$ cat config.mk
export PLATFORM = sky130hd
export DESIGN_NAME = mux_arbiter
export DESIGN_NICKNAME = d
export VERILOG_FILES = /design/src/rtl/mux_pkg.sv /design/src/rtl/mux.sv /design/src/rtl/mux_arbiter.sv
export SDC_FILE = /design/constraint.sdc
export NUM_CORES = 1
export LEC_CHECK = 0
export CAP_MARGIN = 20
export CORE_MARGIN = 1.5
export CORE_UTILIZATION = 38
export DETAILED_ROUTE_END_ITERATION = 16
export PLACE_DENSITY = 0.84
export SLEW_MARGIN = 20
export SYNTH_ARGS = -nofsm -noshare
export SYNTH_HDL_FRONTEND = slang
export SYNTH_SLANG_ARGS = --single-unit
$ cat constraint.sdc
create_clock -name clk -period 2 [get_ports clk]
set_input_delay 0.4 -clock clk [delete_from_list [all_inputs] [get_ports clk]]
set_output_delay 0.4 -clock clk [all_outputs]
set_load 0.03 [all_outputs]
$ cat src/rtl/mux_pkg.sv
// Shared widths and FSM state encoding for the two-requester output arbiter.
package mux_pkg;
  localparam int DATA_W = 32;
  localparam int CNT_W  = 8;

  typedef enum logic [1:0] {
    IDLE   = 2'd0,
    HOLD_1 = 2'd1,
    HOLD_2 = 2'd2
  } state_e;
endpackage

$ cat src/rtl/mux.sv
// 2:1 word mux; sel_mux=1 passes in_mux_1, otherwise in_mux_2.
module mux
  import mux_pkg::*;
(
  input  logic [DATA_W-1:0] in_mux_1,
  input  logic [DATA_W-1:0] in_mux_2,
  input  logic              sel_mux,
  output logic [DATA_W-1:0] out_mux
);
  assign out_mux = sel_mux ? in_mux_1 : in_mux_2;
endmodule

$ cat src/rtl/mux_arbiter.sv
// Two-requester round-robin arbiter feeding a single registered output slot
// with valid/ready handshake; one word per cycle when the consumer keeps up.
module mux_arbiter
  import mux_pkg::*;
(
  input  logic              clk,
  input  logic              rst,
  input  logic              req_1,
  input  logic [DATA_W-1:0] data_1,
  output logic              gnt_1,
  input  logic              req_2,
  input  logic [DATA_W-1:0] data_2,
  output logic              gnt_2,
  output logic              out_valid,
  output logic [DATA_W-1:0] out_data,
  input  logic              out_ready,
  output logic              out_src,
  output logic [CNT_W-1:0]  count_1,
  output logic [CNT_W-1:0]  count_2
);
  state_e              state_q, state_d;
  logic [DATA_W-1:0]   data_q, data_d;
  logic                src_q, src_d;
  logic [CNT_W-1:0]    cnt1_q, cnt1_d;
  logic [CNT_W-1:0]    cnt2_q, cnt2_d;
  logic                fav1_q, fav1_d;   // 1: requester 1 wins a tie
  logic                accept;
  logic                sel_mux;
  logic [DATA_W-1:0]   mux_word;

  mux u_mux (
    .in_mux_1 (data_1),
    .in_mux_2 (data_2),
    .sel_mux  (sel_mux),
    .out_mux  (mux_word)
  );

  assign out_valid = (state_q != IDLE);
  assign out_data  = data_q;
  assign out_src   = src_q;
  assign count_1   = cnt1_q;
  assign count_2   = cnt2_q;

  // The slot frees up when empty or when its word leaves this cycle,
  // so a pending request can refill it without a bubble.
  always_comb begin
    accept  = !rst && (!out_valid || out_ready);
    gnt_1   = accept && req_1 && (!req_2 || fav1_q);
    gnt_2   = accept && req_2 && (!req_1 || !fav1_q);
    sel_mux = gnt_1;

    state_d = state_q;
    data_d  = data_q;
    src_d   = src_q;
    cnt1_d  = cnt1_q;
    cnt2_d  = cnt2_q;
    fav1_d  = fav1_q;

    if (gnt_1) begin
      state_d = HOLD_1;
      data_d  = mux_word;
      src_d   = 1'b1;
      cnt1_d  = cnt1_q + 1'b1;
      fav1_d  = 1'b0;
    end else if (gnt_2) begin
      state_d = HOLD_2;
      data_d  = mux_word;
      src_d   = 1'b0;
      cnt2_d  = cnt2_q + 1'b1;
      fav1_d  = 1'b1;
    end else if (accept && out_valid) begin
      state_d = IDLE;
    end
  end

  always_ff @(posedge clk) begin
    if (rst) begin
      state_q <= IDLE;
      data_q  <= '0;
      src_q   <= 1'b1;
      cnt1_q  <= '0;
      cnt2_q  <= '0;
      fav1_q  <= 1'b1;
    end else begin
      state_q <= state_d;
      data_q  <= data_d;
      src_q   <= src_d;
      cnt1_q  <= cnt1_d;
      cnt2_q  <= cnt2_d;
      fav1_q  <= fav1_d;
    end
  end
endmodule

==> flow_summary_export.csv <==
group,metric,value,unit
yosys,synth-async-reset-ratio,0,%
timing,max_slew_margin,74.5,%
power_and_ir_drop,p_total,2.63,mW
timing,grt_setup_unrepaired,"no",
die,ioPinCount,121,
grt,grt_pass1_vias,2274,
grt,grt_max_degree,39,
worst_setup_path,path_class,"reg -> out",
die,die_x,78.8,um
routing,post_drt_wl_per_cell,14.1,um
power_and_ir_drop,p_leak,1.38,nW
timing,period_needed,1.94,ns
cells_and_area,final_cell_mix,"114 x clkdlybuf4s50_1, 52 x dfxtp_1, 38 x nor2_1",
grt,grt_pass1_wl,10.4,mm
placed_design,hpwl,4.68,mm
run,maxCapViolCount,0,
routing,drc,0,
clock_network,cts_root_buffer,"clkbuf_8",
grt,gr-usage-met1,23.8,%
routing,drtIter0Drc,67,
grt,grt_usage,20.9,%
cells_and_area,regArea,1040,sq um
routing,drt_wl_total,6.30,mm
timing,setup_viol,0,
yosys,syn_area_per_cell,8.73,sq um
routing,viasPerCell,5.28,
worst_setup_path,cp_max_fo,4,
worst_setup_path,crit_path_top_delay_cell,"clkdlybuf4s50_1",
clock_network,cts_sinks,52,
cells_and_area,area_delta_synth_final,68.9,%
timing,skew,0.00650,ns
die,core,5540,sq um
timing,max_clock_freq,0.515,GHz
worst_setup_path,crit_buf_inv,1,
routing,drt_pass1_iterations,4,
yosys,synthDistinctLibCells,34,
routing,vias,2364,
yosys,seq_area_frac_synth,47.7,%
clock_network,clk_latency,0.30,ns
cells_and_area,utilization,66.6,%
placed_design,place_ws,-0.242,ns
worst_setup_path,crit_arrival,1.54,ns
timing,hold_viol,0,
grt,grtUsageMet3,6.78,%
timing,tightest_slew,0.382,ns
placed_design,portBuffers,120,
worst_setup_path,cp.required,1.60,ns
clock_network,cts_htree_levels,2,
worst_setup_path,start_kind,"flop",
timing,min_period_over_period,97.2,%
yosys,syn_nets,321,
die,die_height,78.8,um
power_and_ir_drop,pwr_density_cell,714,nW/um^2
cells_and_area,layout.nets,446,
power_and_ir_drop,pwr-share-comb,28.8,%
die,dieArea,6210,sq um
power_and_ir_drop,seqPwrFrac,44.4,%
die,fp-row-count,27,
yosys,synth_cells,250,
yosys,ys.flop_type,"dfxtp_1",
worst_setup_path,critical-path-top-delay-family,"buffers and inverters",
power_and_ir_drop,power.switching,0.767,mW
timing,tns,0,ns
grt,antenna_found_initial,0,
power_and_ir_drop,power_frac_clock,26.8,%
worst_setup_path,endpoint_kind,"primary output",
timing,hold_ws,0.486,ns
yosys,synth_warnings,0,
clock_network,cts_tree,"built",
cells_and_area,layout-drive-gt1-share,10.1,%
timing,report.final.slew_viol_count,0,
yosys,syn_area,2180,sq um
yosys,synth-edff-count,0,
cells_and_area,diodes,0,
die,start_util,39.4,%
timing,worst_slack,0.0568,ns
grt,grt_overflow,0,
cells_and_area,num-fill-cells,486,
power_and_ir_drop,irDropWorstVdd,0.388,mV
clock_network,cts_buffer_depth,2,
power_and_ir_drop,p_int,1.87,mW
clock_network,cts_buffers,5,
routing,antenna_left,0,
power_and_ir_drop,swShare,29.1,%
worst_setup_path,max_stage_delay,0.59,ns
placed_design,gp_congestion,0.785,
clock_network,clk_pin_slew,0.09,ns
cells_and_area,final_common_cell,"clkdlybuf4s50_1",
worst_hold_path,hold_class,"reg -> reg",
worst_setup_path,crit_chain,"or2_2, clkdlybuf4s50_1",
status,outcome,"finished clean",
grt,met2_usage,37.6,%
grt,grt.busiest_layer,"met2",
yosys,synth-seq-cells,52,
cells_and_area,multi_input_area,1070,sq um
-- synth_stat cells (all sizes together) (2+ instances only) --
cell type / instances / area, sq um
dfxtp: 52 / 1040
o22ai: 32 / 200
o31ai: 5 / 37.5
a211o: 2 / 17.5
nor2b: 3 / 18.8
a211oi: 32 / 240
xnor2: 3 / 26.3
or3: 3 / 18.8
nand2b: 5 / 31.3
o21ai: 8 / 40.0
nand4: 3 / 18.8
nand2: 9 / 33.8
buf: 5 / 27.5
a21oi: 7 / 35.0
nor2: 39 / 146
or4: 3 / 22.5
clkbuf: 16 / 60.1
nand3: 6 / 30.0
nor4: 2 / 12.5
xor2: 2 / 17.5
ha: 2 / 25.0
-- tightest hold or removal path, stage by stage (launching register included) --
cell and delay, ns:
dfxtp_1 0.33, o31ai_1 0.06, a21oi_1 0.06
-- repair_timing --
action	4_1_cts	5_1_grt
hold buffers	0	0
setup endpoints to repair	2	4
gates resized for setup	7	2
setup buffers	1	0
pin swaps	2	1
cloned	0	0
-- layer usage --
metal / routed length [um] / up-vias
li1: - / 1182
met1: 2610 / 1081
met2: 3070 / 92
met3: 529 / 9
met4: 86 / 0
met5: 0 / -
-- worst paths after layout --
check / start / end / slack [ns] / cells after the start
worst max-delay path: state_q[0]$_SDFFE_PP0P_ / out_valid / 0.06 / 2
worst min register to register: count_2[7]$_SDFFE_PP0P_ / count_2[7]$_SDFFE_PP0P_ / 0.49 / 2
worst max register to register: state_q[0]$_SDFFE_PP0P_ / count_2[5]$_SDFFE_PP0P_ / 0.22 / 5
worst min-delay path: count_2[7]$_SDFFE_PP0P_ / count_2[7]$_SDFFE_PP0P_ / 0.49 / 2
-- state kept, by name, summed over array words and instances (netlist names) --
name and cells:
out_data 32, count_1 8, count_2 8, state_q 2, fav1_q 1, out_src 1
-- power by group through the flow --
stage	logic, mW	registers [mW]	clock network [mW]
finish	0.759	1.17	0.705
global route	0.811	1.18	0.762
CTS	0.766	1.17	0.722
detailed placement	0.760	1.19	0
global placement	0.748	1.19	0
floorplan	0.220	1.34	0
-- stage by stage --
stage / cell area [sq um] / instances
after CTS: 3690 / 448
after detailed placement: 3560 / 439
after global routing: 3690 / 448
after floorplan: 2180 / 250
final: 3690 / 448
after global placement: 3560 / 439
-- final cells by class --
type / instances / share of cell area (%)
repair buffers: 139 / 37.3
clock buffers: 6 / 1.97
inverters: 2 / 0.237
clock inverters: 2 / 0.950
well taps: 72 / 2.44
flip-flops and latches: 52 / 28.2
multi-input cells: 175 / 28.9
-- logic make-up after synthesis --
logic type	share of synthesized area, %
simple gates	17.0
flops	47.7
fa+ha+maj	1.15
xor+xnor	2.01
mux	0.458
compound gates	27.4
buf+inv	4.35
No activity file was read; power rests on OpenSTA's default activity.
